### src/rtl/mem_port_arbiter_pkg.sv
// Shared encodings for the memory-port arbiter: RAM commands, arbiter
// states and a counter-width helper.
package mem_port_arbiter_pkg;

  // RAM command encodings driven on o_ram_action
  localparam logic [1:0] RAM_NONE  = 2'd0;
  localparam logic [1:0] RAM_READ  = 2'd1;
  localparam logic [1:0] RAM_WRITE = 2'd2;

  // Arbiter FSM state encodings
  typedef enum logic [1:0] {
    ARB_IDLE  = 2'd0,
    ARB_FETCH = 2'd1,
    ARB_DATA  = 2'd2
  } arb_state_t;

  // Bits needed to hold 0..limit (never less than one bit)
  function automatic int cnt_width(input int limit);
    return (limit < 1) ? 1 : $clog2(limit + 1);
  endfunction

endpackage

### src/rtl/mem_port_arbiter_wait_timer.sv
// Saturating up-counter with synchronous clear and a terminal-count flag.
// Used both as the RAM wait timer and as the fetch starvation counter.
module mem_port_arbiter_wait_timer
  import mem_port_arbiter_pkg::*;
#(
  parameter int LIMIT = 4
) (
  input  logic i_clk,
  input  logic i_rst,
  input  logic i_clr,
  input  logic i_inc,
  output logic o_tc
);

  localparam int WIDTH = cnt_width(LIMIT);

  logic [WIDTH-1:0] r_cnt;
  logic             w_tc;

  assign w_tc = (r_cnt == WIDTH'(LIMIT));
  assign o_tc = w_tc;

  // Count up on request, hold at LIMIT, clear has priority over increment
  always_ff @(posedge i_clk) begin
    if (i_rst || i_clr) begin
      r_cnt <= '0;
    end else if (i_inc && !w_tc) begin
      r_cnt <= r_cnt + 1'b1;
    end
  end

endmodule

### src/rtl/mem_port_arbiter.sv
// Two-requester arbiter for the single RAM port: instruction fetch (F) and
// data access (D). One RAM transaction at a time, bounded by a wait timeout,
// with a starvation limit that guarantees fetch forward progress.
//
// Handshake: a requester raises i_x_req with its address/data/action and
// holds it until its one-cycle o_x_ack. Inputs are sampled only in the IDLE
// cycle that grants the request. The ack cycle is a drop cycle: no grant is
// made while any ack is high, so a requester may withdraw or replace its
// request then. o_err only ever accompanies an ack (timed-out transaction).
// The RAM side is command/ready: o_ram_* holds steady until i_ram_ready.
module mem_port_arbiter
  import mem_port_arbiter_pkg::*;
#(
  parameter int ADDR_W     = 32,
  parameter int DATA_W     = 32,
  parameter int STARVE_LIM = 4,
  parameter int TIMEOUT    = 255
) (
  input  logic              i_clk,
  input  logic              i_rst,
  input  logic              i_f_req,
  input  logic [ADDR_W-1:0] i_f_addr,
  output logic              o_f_ack,
  output logic [DATA_W-1:0] o_f_rdata,
  input  logic              i_d_req,
  input  logic [1:0]        i_d_action,
  input  logic [ADDR_W-1:0] i_d_addr,
  input  logic [DATA_W-1:0] i_d_wdata,
  output logic              o_d_ack,
  output logic [DATA_W-1:0] o_d_rdata,
  output logic              o_err,
  output logic [1:0]        o_ram_action,
  output logic [ADDR_W-1:0] o_ram_addr,
  output logic [DATA_W-1:0] o_ram_wdata,
  input  logic [DATA_W-1:0] i_ram_rdata,
  input  logic              i_ram_ready,
  output logic              o_busy,
  output arb_state_t        o_dbg_state
);

  arb_state_t        r_state;
  arb_state_t        w_next_state;

  logic [1:0]        r_ram_action;
  logic [ADDR_W-1:0] r_ram_addr;
  logic [DATA_W-1:0] r_ram_wdata;
  logic              r_f_ack;
  logic              r_d_ack;
  logic              r_err;
  logic [DATA_W-1:0] r_f_rdata;
  logic [DATA_W-1:0] r_d_rdata;

  logic w_idle;
  logic w_busy;
  logic w_drop;
  logic w_d_mem_action;
  logic w_d_win;
  logic w_f_win;
  logic w_d_none;
  logic w_d_mem;
  logic w_done;
  logic w_tout;
  logic w_starve_tc;
  logic w_wait_tc;
  logic w_wait_clr;
  logic w_wait_inc;
  logic w_starve_inc;

  assign w_idle = (r_state == ARB_IDLE);
  assign w_busy = !w_idle;
  assign w_drop = r_f_ack || r_d_ack;

  assign w_d_mem_action = (i_d_action == RAM_READ) || (i_d_action == RAM_WRITE);

  // D wins unless fetch is waiting and D has used up its starvation budget
  assign w_d_win  = w_idle && !w_drop && i_d_req && !(i_f_req && w_starve_tc);
  assign w_f_win  = w_idle && !w_drop && !w_d_win && i_f_req;
  assign w_d_none = w_d_win && !w_d_mem_action;
  assign w_d_mem  = w_d_win && w_d_mem_action;

  // Ready beats timeout when both land in the same cycle
  assign w_done = w_busy && i_ram_ready;
  assign w_tout = w_busy && !i_ram_ready && w_wait_tc;

  assign w_wait_clr   = w_idle || w_done || w_tout;
  assign w_wait_inc   = w_busy && !i_ram_ready;
  assign w_starve_inc = w_d_win && i_f_req;

  mem_port_arbiter_wait_timer #(
    .LIMIT (TIMEOUT - 1)
  ) u_wait_timer (
    .i_clk (i_clk),
    .i_rst (i_rst),
    .i_clr (w_wait_clr),
    .i_inc (w_wait_inc),
    .o_tc  (w_wait_tc)
  );

  mem_port_arbiter_wait_timer #(
    .LIMIT (STARVE_LIM)
  ) u_starve_timer (
    .i_clk (i_clk),
    .i_rst (i_rst),
    .i_clr (w_f_win),
    .i_inc (w_starve_inc),
    .o_tc  (w_starve_tc)
  );

  // FSM state register
  always_ff @(posedge i_clk) begin
    if (i_rst) begin
      r_state <= ARB_IDLE;
    end else begin
      r_state <= w_next_state;
    end
  end

  // FSM next-state: grants leave IDLE, completion or timeout returns to it
  always_comb begin
    w_next_state = r_state;
    case (r_state)
      ARB_IDLE: begin
        if (w_d_mem) begin
          w_next_state = ARB_DATA;
        end else if (w_f_win) begin
          w_next_state = ARB_FETCH;
        end
      end
      ARB_FETCH, ARB_DATA: begin
        if (w_done || w_tout) begin
          w_next_state = ARB_IDLE;
        end
      end
      default: w_next_state = ARB_IDLE;
    endcase
  end

  // FSM outputs
  always_comb begin
    o_busy      = w_busy;
    o_dbg_state = r_state;
  end

  // RAM command, acks, error and read-data registers
  always_ff @(posedge i_clk) begin
    if (i_rst) begin
      r_ram_action <= RAM_NONE;
      r_ram_addr   <= '0;
      r_ram_wdata  <= '0;
      r_f_ack      <= 1'b0;
      r_d_ack      <= 1'b0;
      r_err        <= 1'b0;
      r_f_rdata    <= '0;
      r_d_rdata    <= '0;
    end else begin
      r_f_ack <= 1'b0;
      r_d_ack <= 1'b0;
      r_err   <= 1'b0;
      if (w_d_none) begin
        r_d_ack <= 1'b1;
      end else if (w_d_mem) begin
        r_ram_action <= i_d_action;
        r_ram_addr   <= i_d_addr;
        r_ram_wdata  <= i_d_wdata;
      end else if (w_f_win) begin
        r_ram_action <= RAM_READ;
        r_ram_addr   <= i_f_addr;
      end else if (w_done) begin
        r_ram_action <= RAM_NONE;
        if (r_state == ARB_FETCH) begin
          r_f_ack   <= 1'b1;
          r_f_rdata <= i_ram_rdata;
        end else begin
          r_d_ack <= 1'b1;
          if (r_ram_action == RAM_READ) begin
            r_d_rdata <= i_ram_rdata;
          end
        end
      end else if (w_tout) begin
        r_ram_action <= RAM_NONE;
        r_err        <= 1'b1;
        if (r_state == ARB_FETCH) begin
          r_f_ack   <= 1'b1;
          r_f_rdata <= '0;
        end else begin
          r_d_ack   <= 1'b1;
          r_d_rdata <= '0;
        end
      end
    end
  end

  assign o_ram_action = r_ram_action;
  assign o_ram_addr   = r_ram_addr;
  assign o_ram_wdata  = r_ram_wdata;
  assign o_f_ack      = r_f_ack;
  assign o_d_ack      = r_d_ack;
  assign o_err        = r_err;
  assign o_f_rdata    = r_f_rdata;
  assign o_d_rdata    = r_d_rdata;

endmodule

### config.mk
export PLATFORM = sky130hd
export DESIGN_NAME = mem_port_arbiter
export DESIGN_NICKNAME = d
export VERILOG_FILES = /design/src/rtl/mem_port_arbiter_pkg.sv /design/src/rtl/mem_port_arbiter_wait_timer.sv /design/src/rtl/mem_port_arbiter.sv
export SDC_FILE = /design/constraint.sdc
export NUM_CORES = 1
export LEC_CHECK = 0
export BUFFER_PORTS_ARGS = -buffer_cell sky130_fd_sc_hd__buf_2
export CELL_PAD_IN_SITES_DETAIL_PLACEMENT = 1
export CELL_PAD_IN_SITES_GLOBAL_PLACEMENT = 2
export CORE_AREA = 2 2 151 153
export DETAILED_ROUTE_END_ITERATION = 6
export DIE_AREA = 0 0 153 155
export PLACE_DENSITY = 0.92
export SYNTH_ARGS = -nofsm -noshare
export SYNTH_HDL_FRONTEND = slang
export SYNTH_HIERARCHICAL = 1
export SYNTH_SLANG_ARGS = --single-unit
export TNS_END_PERCENT = 10
### constraint.sdc
create_clock -name i_clk -period 3.5 [get_ports i_clk]
set_input_delay 0.35 -clock i_clk [delete_from_list [all_inputs] [get_ports i_clk]]
set_output_delay 0.35 -clock i_clk [all_outputs]
set_load 0.02 [all_outputs]
* Yosys cells after proc, flatten, opt, wreduce, memory -nomap -nowiden
Cells that the tools add are included.
** Cells by class
- $add $sub $neg :: 2
- Equal/unequal tests :: 10
- Muxes and demuxes :: 29
- Bitwise operators :: 4
- Reduce and logical (&&, ||, !) cells :: 42
** Operators by type and width (number)
- two-way mux 32 bit :: 11
- logical AND 1 bit :: 14
- two-way mux 2 bit :: 7
- two-way mux 1 bit :: 10
- adder 8 x 1 -> 8 bit (second input constant) :: 1
- equality test 8 bit (second input constant) :: 1
- logical NOT 1 bit :: 8
- AND reduction 2 bit :: 4
- logical OR 1 bit :: 7
- equality test 2 x 1 -> 1 bit (second input constant) :: 3
- AND reduction 6 bit :: 1
- AND reduction 5 bit :: 1
- OR reduction 5 bit :: 1
- equality test 2 bit (second input constant) :: 2
- inverter 1 bit :: 4
- one-hot mux 2 bit (2 select lines) :: 1
- nonzero test 2 bit :: 2
- nonzero test 4 bit :: 1
- OR reduction 4 bit :: 1
- adder 3 x 1 -> 3 bit (second input constant) :: 1
- equality test 3 bit (second input constant) :: 1
- != test 3 x 1 -> 1 bit (second input constant) :: 1
- logical NOT 2 bit :: 1
- != test 2 x 1 -> 1 bit (second input constant) :: 1
- other kinds (2) :: 2
** Storage, ports and cells
- Flip-flop bits (word level) :: 146
- Logic and storage cells :: 98

* Longest topological paths before layout
Gate-level depths: netlist of the first run.
- Word-level depth :: 11
- Depth in mapped cells :: 10
- Depth with buffers taken out :: 8

* Modules after synthesis
The synthesis of the first run kept the hierarchy.
** By module, submodules not included
- mem_port_arbiter :: times used 1, cells an instance 661, area an instance 5451.5 um^2
- mem_port_arbiter_wait_timer at u_wait_timer :: times used 1, cells an instance 50, area an instance 431.7 um^2
- mem_port_arbiter_wait_timer at u_starve_timer :: times used 1, cells an instance 18, area an instance 187.7 um^2

* Worst setup path after synthesis of the first run
Ideal clock, no wire load.
- Path kind :: reg-to-reg
- From :: reg u_wait_timer.r_cnt[0]
- To :: reg u_wait_timer.r_cnt[5]
- Setup time :: 0.101 ns
- Data arrival time :: 1.838 ns
- Required time :: 3.399 ns
- Setup slack :: 1.561 ns
- Cell stages (with the launch flop) :: 8
- Buffers on the path :: 0
- Clock period less this slack :: 1.939 ns
- Cells stage by stage :: dfxtp_1 > inv_1 > ha_1 > nand3_1 > nor2_1 > or3_1 > or2_2 > o41ai_1
** Between the ends
- Longest elaborated chain between the ends :: 4
- Elaborated cells on any way between the ends :: 7
- Classes of those cells :: add/sub (1); eq/ne (1); reduce/logical (5)
** RTL lines
- start, declared :: RTL line mem_port_arbiter_wait_timer.sv:17 : logic [WIDTH-1:0] r_cnt;
- start signal, assigned :: RTL line mem_port_arbiter_wait_timer.sv:28 : r_cnt <= r_cnt + 1'b1;
- equality test 8 bit :: RTL line mem_port_arbiter_wait_timer.sv:20 : assign w_tc = (r_cnt == WIDTH'(LIMIT));
- via w_wait_tc :: RTL line mem_port_arbiter.sv:64 : logic w_wait_tc;
- logical AND 1 bit :: RTL line mem_port_arbiter.sv:83 : assign w_tout = w_busy && !i_ram_ready && w_wait_tc;
- logical OR 1 bit :: RTL line mem_port_arbiter.sv:85 : assign w_wait_clr = w_idle || w_done || w_tout;
- via w_wait_clr :: RTL line mem_port_arbiter.sv:65 : logic w_wait_clr;
- logical OR 1 bit :: RTL line mem_port_arbiter_wait_timer.sv:25 : if (i_rst || i_clr) begin
The timed path passes the listed nets, and every way through them passes these cells.
A chain may end at the register's enable or synchronous reset.

* Worst setup path after layout of the first run
- From :: reg r_state[0], in the netlist o_dbg_state[0]
- To :: reg r_ram_addr[21], in the netlist o_ram_addr[21]
** Between the ends
- Longest elaborated chain between the ends :: 9
- Elaborated cells on any way between the ends :: 13
- Classes of those cells :: mux (1); bitwise (1); reduce/logical (11)
** RTL lines
- start, declared :: RTL line mem_port_arbiter.sv:41 : arb_state_t r_state;
- start signal, assigned :: RTL line mem_port_arbiter.sv:114 : r_state <= w_next_state;
- logical NOT 2 bit * :: RTL line mem_port_arbiter.sv:69 : assign w_idle = (r_state == ARB_IDLE);
- logical AND 1 bit * :: RTL line mem_port_arbiter.sv:76, mem_port_arbiter.sv:77
- logical AND 1 bit (2 in series) :: RTL line mem_port_arbiter.sv:76 : assign w_d_win = w_idle && !w_drop && i_d_req && !(i_f_req && w_starve_tc);
- logical NOT 1 bit :: RTL line mem_port_arbiter.sv:77 : assign w_f_win = w_idle && !w_drop && !w_d_win && i_f_req;
- logical AND 1 bit (2 in series) :: RTL line mem_port_arbiter.sv:77
- nonzero test 2 bit (no line)
- AND reduction 2 bit (no line)
- end signal, assigned :: RTL line mem_port_arbiter.sv:163 : r_ram_addr <= i_d_addr;
- end signal, assigned :: RTL line mem_port_arbiter.sv:167 : r_ram_addr <= i_f_addr;
- end, declared :: RTL line mem_port_arbiter.sv:45 : logic [ADDR_W-1:0] r_ram_addr;
Mark *: on every way between the ends. The rest lies on a longest branch, timed or not.

==> impl_results.md, run 1 <==
- DR DRC count: 0
- Number of synthesized flops with an enable pin: 0
- Post-Syn Instances: around 730
- Primary FF master, synth: dfxtp_1
- Hold Vio Cnt, Final: 0
- Vias in the first global route: roughly 6500
- CTS tree: built
- Die W: ~150 um
- Count of max-cap constraint violations: 0
- Final Slew Violations: 0
- Die Y: ~160 um
- Synth warnings: 6
- Synth Net Count: 870
- Area delta synth->final: 33.49%
- Status: finished, final reports clean
- Gpl congestion: between 0.7 and 0.8
- Switching share of power: between 30% and 40%
- Wirelength per Cell: approximately 17 um
- Layout cells sized above 1: about 34%
- R2R Setup Slk: ~1.2 ns
- Pre-CTS WS: between 1 and 1.5 ns
- Top Ports: approximately 270
- CP Launch Point: o_dbg_state[0]
- Via count: between 6000 and 7000
- Post-CTS Setup Bufs: 0
- Overflow after GRT: 0
- WP data required: 3.78 ns
- Reg2Reg Depth: 7
- Clock power share: 38.4%
- Core Area: between 20000 and 25000 um2
- Initial antenna violation count: 0
- First-pass GRT wire length: ~34000 um
- VDD IR max: 249.0 uV
- Hold Buf Count CTS: 0
- Clock-pin slew on the worst setup and hold paths: ~0.07 ns
- P_int: roughly 3 mW
- WS Path Type: flip-flop to flip-flop
- Hold_sp: i_d_wdata[21]
- Crit-path max FO: 56
- RSZ-0062 raised after global routing: no
- IO buf count: 270
- Psw: about 1.6 mW
- CP Launch Type: flip-flop
- Clock period minus worst slack: roughly 2.3 ns
- CP endpoint kind: flip-flop
- Gr usage total: 17.61%
- Hold depth: 3
- Largest family of logic cells by synthesized area: simple AND/OR/NAND/NOR gates
- Critical R2R Capture: o_ram_addr[21]
- Clock sinks: between 100 and 150
- Post-synthesis xor/xnor area fraction: 0.2679%
- Register share of total power: between 30% and 40%
- Placed cell count: between 1000 and 1500
- Post-Synth Simple-Gate Area: about a quarter
- Placement Rows: 55
- Reg2reg start: o_dbg_state[0]
- Final period util: 66.98%
- Number of vias per cell: 4.904
- Post-DP Area: roughly 7500 um2
- Compound-Gate Fraction of Synth Area: between 10% and 20%
- Nets: 1108
- Post-Syn Area: 6071 um2
- DR iter-0 viols: 248
- Pwr Density: between 500 and 600 nW/um2
- HP Class: input port to flip-flop
- Final instance area: a little over 8000 um2
- Setup crit end: o_ram_addr[21]
- Inserted Clock Buffers: 17
- Max Clk Rate: ~430 MHz
- Adder-cell share of the synthesized area: between 1 and 1.5%
- Pleak: approximately 3.5 nW
- Clock latency on the worst-skew pair: around 0.42 ns
- DP HPWL: around 15000 um
- Final WL: ~21000 um
- Htree depth: 4
- Yosys cell types: between 50 and 60
- Setup tns final: 0 ns
- Avg Cell Area, Syn: around 8.3 um2
- Slew at the pin with the worst max-slew slack: just over 0.8 ns
- Worst Path Arrival: ~2.6 ns
- Setup Viol. Count Final: 0
- Post-synthesis mux area share: less than 1%
- Layout Cells excl Fill: 1266
- Clock skew: 0.01139 ns
- Die ar.: approximately 24000 um2
- Sequential share of the synthesized area: about half
- Total power: about 4.6 mW
- Initial Utilization: between 20% and 30%
- Clock buffer depth: 2
- Setup WS post-layout: 1.156 ns
- WHS: 0.1588 ns
- 1st-pass router iterations: 4
- Core Util, Final: ~36%
- Root Buffer: clkbuf_16
- Ys async rst share: 0%
- Comb pwr share: a little over a fifth
- ANT nets after route: 0
- Largest net degree at the start of global routing: 57
- Yosys reg bits: around 150
- CTS resizes: 0
- Slew headroom: a little under half
power groups by stage:
stage	Clock [mW]	Sequential (mW)	Combinational [mW]
5_1_grt	1.90	1.87	1.10
6_report	1.78	1.85	1.00
2_1_floorplan	0	2.02	0.548
4_1_cts	1.83	1.85	1.02
3_3_place_gp	0	1.88	1.00
3_5_place_dp	0	1.88	1.02
how the worst min path moves through the flow:
| stage | to | slack [ns] |
|---|---|---|
| 4_1_cts | o_ram_wdata[4] | 0.13 |
| 3_5_place_dp | o_ram_wdata[18] | 0.44 |
| 5_1_grt | o_ram_wdata[4] | 0.14 |
| 3_3_place_gp | o_f_rdata[19] | 0.44 |
| 2_1_floorplan | u_starve_timer/r_cnt[2] | 0.42 |
| 6_report | o_ram_wdata[21] | 0.16 |
layer usage:
layer	GRT usage, %	part of all wire (%)
met5	0	0
met1	21.80	43
met4	5.379	1.3
met3	5.125	7.8
met2	29.75	47
registers in the layout, summed over array words and instances, names as in the netlist:
name	cells
o_d_ack	1
o_f_rdata	32
u_starve_timer/r_cnt	3
o_ram_wdata	32
o_err	1
o_dbg_state	2
o_ram_action	2
o_f_ack	1
o_d_rdata	32
u_wait_timer/r_cnt	8
o_ram_addr	32
layout make-up:
cell class	instances	area [um2]
Antenna cell	1	2.502
Clock buffer	17	425.4
Clock inverter	15	141.4
Fill cell	2720	14120
Inverter	9	33.78
Multi-Input combinational cell	512	2760
Sequential cell	146	2923
Tap cell	285	356.6
Timing Repair Buffer	281	1461
cells in the mapped netlist, types with 2 or more instances:
cell | instances | area share (%)
ha_1 | 6 | 1.2
a311oi_1 | 22 | 3.2
and3_1 | 3 | 0.31
a31oi_1 | 2 | 0.21
mux2_1 | 2 | 0.37
nand2b_1 | 2 | 0.21
nor4_1 | 2 | 0.21
a211oi_1 | 6 | 0.74
nand3_1 | 36 | 3.0
and2_1 | 2 | 0.21
clkbuf_1 | 32 | 2.0
a21oi_1 | 105 | 8.7
nand2_1 | 203 | 13
nand4_1 | 35 | 3.6
nor2_1 | 38 | 2.3
inv_1 | 7 | 0.43
nor3b_1 | 4 | 0.49
mux2i_1 | 3 | 0.49
nor2b_1 | 2 | 0.21
buf_2 | 16 | 1.3
a311oi_2 | 10 | 2.5
buf_6 | 13 | 2.4
dfxtp_1 | 146 | 48
or3_1 | 3 | 0.31
critical path, stage by stage (launching register included):
cell      delay (ns)
dfxtp_1         0.35
inv_1           0.07
ha_1            0.39
and4bb_4        0.32
nand3_4         0.41
buf_12          0.39
nor2_1          0.16
a311oi_2        0.06
cell families (layout without fill, tap and decap cells):
group	after synthesis	in the layout
flops	146	146
other cells	0	1
compound gates	159	159
xor+xnor	1	1
simple gates	341	341
fa+ha+maj	6	6
mux	5	5
buf+inv	71	322
cell usage in the layout (no fill, tap or decap), types with 2 or more instances in the layout:
master,synthesis,layout
ha_1,6,6
clkinvlp_4,0,2
and2_1,2,2
mux2i_1,3,3
buf_12,0,2
nor4_1,2,2
clkbuf_16,0,17
nor3b_1,4,4
mux2_1,2,2
inv_6,0,4
and3_1,3,3
nor2b_1,2,2
buf_2,16,269
a311oi_2,10,10
nand2_1,203,203
a31oi_1,2,2
inv_1,7,7
a211oi_1,6,6
inv_8,0,5
nand4_1,35,35
nand3_1,36,36
buf_4,1,10
nor2_1,38,38
dfxtp_1,146,146
a21oi_1,105,105
nand2b_1,2,2
clkinv_2,0,2
a311oi_1,22,22
or3_1,3,3
(Power assumes the default switching activity.)
==> inputs of run 2 (changes only) <==
ABC_AREA = 1   (was unset)
CORE_AREA = 2 2 160 162   (was 2 2 151 153)
DIE_AREA = 0 0 162 164   (was 0 0 153 155)
PLACE_DENSITY = 0.85   (was 0.92)
clock period = 2.34 ns   (was 3.5 ns; I/O delays follow)
==> run 2 against run 1 <==
Against the previous run:
- setup slack worse by 0.91 ns
- clock-buffer cell count stayed put
- via count is 4.1% lower
- non-clock buffer count is 3 higher
==> impl_results.md, run 2 <==
- Status: finished, final reports clean
- Placed cell count: 1344 (+9.0%)
- Die Y: 164 um (+5.8%)
- Vias in the first global route: 5904 (-8.7%)
- Post-synthesis xor/xnor area fraction: 0.4477% (+0.18 points)
- Compound-Gate Fraction of Synth Area: 22.49% (+4.8 points)
- Yosys cell types: 29 (-45%)
- Clock-pin slew on the worst setup and hold paths: 0.07 ns (about the same)
- Number of vias per cell: 4.320 (-12%)
- DRT met1 WL: 8949 um (-1.7%)
- Count of max-cap constraint violations: 0 (unchanged)
- Clock power share: 32.9% (-5.5 points)
- Psw: 3.097 mW (+96%)
- Crit-path max FO: 38 (-32%)
- Cell with the most instances after synthesis: o21ai_0
- Layout cells sized above 1: 32.19% (-2.1 points)
- Initial Utilization: 23.65% (-3.7 points)
- Met3 WL post-DR: 1197 um (-27%)
- Clock period minus worst slack: 2.098 ns (-0.2460 ns)
- Avg Cell Area, Syn: 7.544 um2 (-9.4%)
- Die ar.: 26570 um2 (+12%)
- Synth area leader: dfxtp_1
- Pleak: 3.957 nW (+14%)
- Nets: 1175 (+6.0%)
- Met2 wire length: 9616 um (-3.1%)
- Comb pwr share: 29.9% (+8.2 points)
- 1st-pass router iterations: 4 (unchanged)
- Register share of total power: 37.2% (-2.7 points)
- Post-Synth Simple-Gate Area: 17.12% (-8.3 points)
- Wirelength per Cell: 14.61 um (-12%)
- Number of synthesized flops with an enable pin: 0 (unchanged)
- VDD IR max: 489.1 uV (+96%)
- Core Area: 24820 um2 (+12%)
- Slew at the pin with the worst max-slew slack: 0.5991 ns (-0.2091 ns)
- Largest family of logic cells by synthesized area: compound AO/OA/AOI/OAI gates
- Layout Cells excl Fill: 1378 (+8.8%)
- Primary FF master, synth: dfxtp_1
- Core Util, Final: 33.04% (-3.4 points)
- Adder-cell share of the synthesized area: 1.279% (+0.042 points)
- Slew headroom: 60.00% (+14 points)
- Crit-path max cell delay: 0.37 ns (-0.04 ns)
- Overflow after GRT: 0 (unchanged)
- Commonest cells after routing, fill and taps aside: 270 x buf_2, 155 x o21ai_0, 146 x dfxtp_1, 124 x nor2_1
- Yosys reg bits: 146 (unchanged)
- Setup WS post-layout: 0.2418 ns (-0.9140 ns)
- Post-synthesis mux area share: 0% (-0.87 points)
- Setup Viol. Count Final: 0 (unchanged)
- P_int: 5.356 mW (+76%)
- WP data required: 2.68 ns (-1.10 ns)
- First-pass GRT wire length: 30930 um (-8.5%)
- Worst Path Arrival: 2.44 ns (-0.19 ns)
- Clock sinks: 146 (unchanged)
- Synth top area share: 49.80% (+1.7 points)
- Via count: 5953 (-4.1%)
- Final period util: 89.67% (+23 points)
- ANT nets after route: 0 (unchanged)
- Hold Vio Cnt, Final: 0 (unchanged)
- CP Launch Type: flip-flop
- DR iter-0 viols: 252 (+1.6%)
- Most common cell after layout, fill and taps aside: buf_2
- Area delta synth->final: 39.71%
- Largest net degree at the start of global routing: 58 (+1.8%)
- Max Clk Rate: 476.6 MHz (+12%)
- Placement Rows: 58 (+5.5%)
- Clock buffer depth: 2 (unchanged)
- Sequential share of the synthesized area: 49.80% (+1.7 points)
- Inserted Clock Buffers: 17 (unchanged)
- Clock latency on the worst-skew pair: 0.42 ns (about the same)
- WS Path Type: flip-flop to flip-flop
- Gpl congestion: 0.7702 (+4.7%)
- Root Buffer: clkbuf_16
- Ys async rst share: 0% (unchanged)
- Htree depth: 4 (unchanged)
- IO buf count: 270 (unchanged)
- Synth Net Count: 919 (+5.6%)
- Clock skew: 0.01412 ns (+0.002736 ns)
- Top cells by count, synth: 155 x o21ai_0, 146 x dfxtp_1, 125 x nor2_1, 93 x a21oi_1, 93 x nand2_1
- Pre-CTS WS: 0.2171 ns (-0.8681 ns)
- Post-DP Area: 7567 um2 (+0.43%)
- Uppermost layer routed: met4
- Post-Syn Instances: 778 (+6.7%)
- DP HPWL: 14660 um (+1.1%)
- Final WL: 20130 um (-3.9%)
- CP endpoint kind: flip-flop
- Pwr Density: 1031 nW/um2 (+81%)
- Top Ports: 271 (unchanged)
- CP max stage cell: dfxtp_1
- CP cell instances: inv_1 > ha_1 > nand2_2 > inv_1 > a21oi_1 > nand3_4 > buf_4 > o21ai_0 > o21ai_0 > a21oi_1
- Initial antenna violation count: 1 (+1)
- Gr usage total: 14.75% (-2.9 points)
- Synth warnings: 6 (unchanged)
- Hold Buf Count CTS: 0 (unchanged)
- Final instance area: 8200 um2 (+1.2%)
- Final Slew Violations: 0 (unchanged)
- Die W: 162 um (+5.9%)
- Post-Syn Area: 5869 um2 (-3.3%)
- Switching share of power: 36.64% (+2.5 points)
- Setup tns final: 0 ns (unchanged)
- DR DRC count: 0 (unchanged)
- Dominant cells by area after synthesis: dfxtp_1 50%, o21ai_0 13%, nor2_1 8.0%
- RSZ-0062 raised after global routing: no
- R2R Setup Slk: 0.24 ns (-0.91 ns)
- HP Class: input port to flip-flop
- CTS tree: built
## run 2: changes by cell type after synthesis, sizes merged, moves of 7 or more
cell    change
nor2       +89
buf         -8
o21ai     +165
a211oi      -7
inv        +66
a21oi      -12
nand4      -33
a311oi     -32
clkbuf      -7
nand2     -102
nand3      -27
## run 2: power groups by stage
stage / combinational [mW] / sequential [mW] / clock [mW]
2_1_floorplan: 1.07 / 3.71 / 0
3_3_place_gp: 2.49 / 3.19 / 0
6_report: 2.53 / 3.14 / 2.78
4_1_cts: 2.54 / 3.15 / 2.88
5_1_grt: 2.81 / 3.20 / 2.99
3_5_place_dp: 2.53 / 3.20 / 0
## run 2: critical path, delay by kind of cell (launching register included)
kind                     cells  cell delay, ns
buffers and inverters        3            0.42
AO/OA/AOI/OAI                4            0.63
AND/OR/NAND/NOR              2            0.35
flip-flops                   1            0.37
adder cells (fa/ha/maj)      1            0.22
## run 2: layer usage
layer	up-vias	track usage (%)
met5	-	0
met4	0	5.149
met3	18	4.141
met2	155	24.66
met1	2740	18.23
li1	3040	-
## run 2: path summary, 6_finish.rpt
check / start / to / cells after the start
min: i_d_wdata[10] / o_ram_wdata[10] / 3
max: u_starve_timer/r_cnt[0] / o_ram_addr[9] / 10
max reg2reg: u_starve_timer/r_cnt[0] / o_ram_addr[9] / 10
min reg2reg: o_ram_addr[26] / o_ram_addr[26] / 2
## run 2: area by class of cell
type	instances	area (um2)
Clock buffer	17	425.4
Multi-Input combinational cell	510	2441
Timing Repair Buffer	284	1536
Inverter	75	289.0
Sequential cell	146	2923
Antenna cell	1	2.502
Tap cell	330	412.9
Fill cell	3128	16620
Clock inverter	15	170.2
## run 2: metrics by stage
stage	hold slack (ns)	power, mW
after floorplan	0.3820	4.777
after global placement	0.4486	5.679
after detailed placement	0.4562	5.735
after CTS	0.03579	8.569
after global routing	0.06041	8.997
final	0.05049	8.452
## run 2: what timing repair did
item                       in CTS  in global routing
resized for setup               0                  2
setup buffers                   0                  0
setup endpoints to repair       0                  3
## run 2: cells by family (layout without fill, tap and decap cells)
logic type,after synthesis,in the layout
AOI/OAI and AO/OA,260,260
xor gates and xnor gates,3,3
adders and majority gates,6,6
buffers and inverters,122,391
DFF,146,146
other,0,1
and+or+nand+nor,241,241
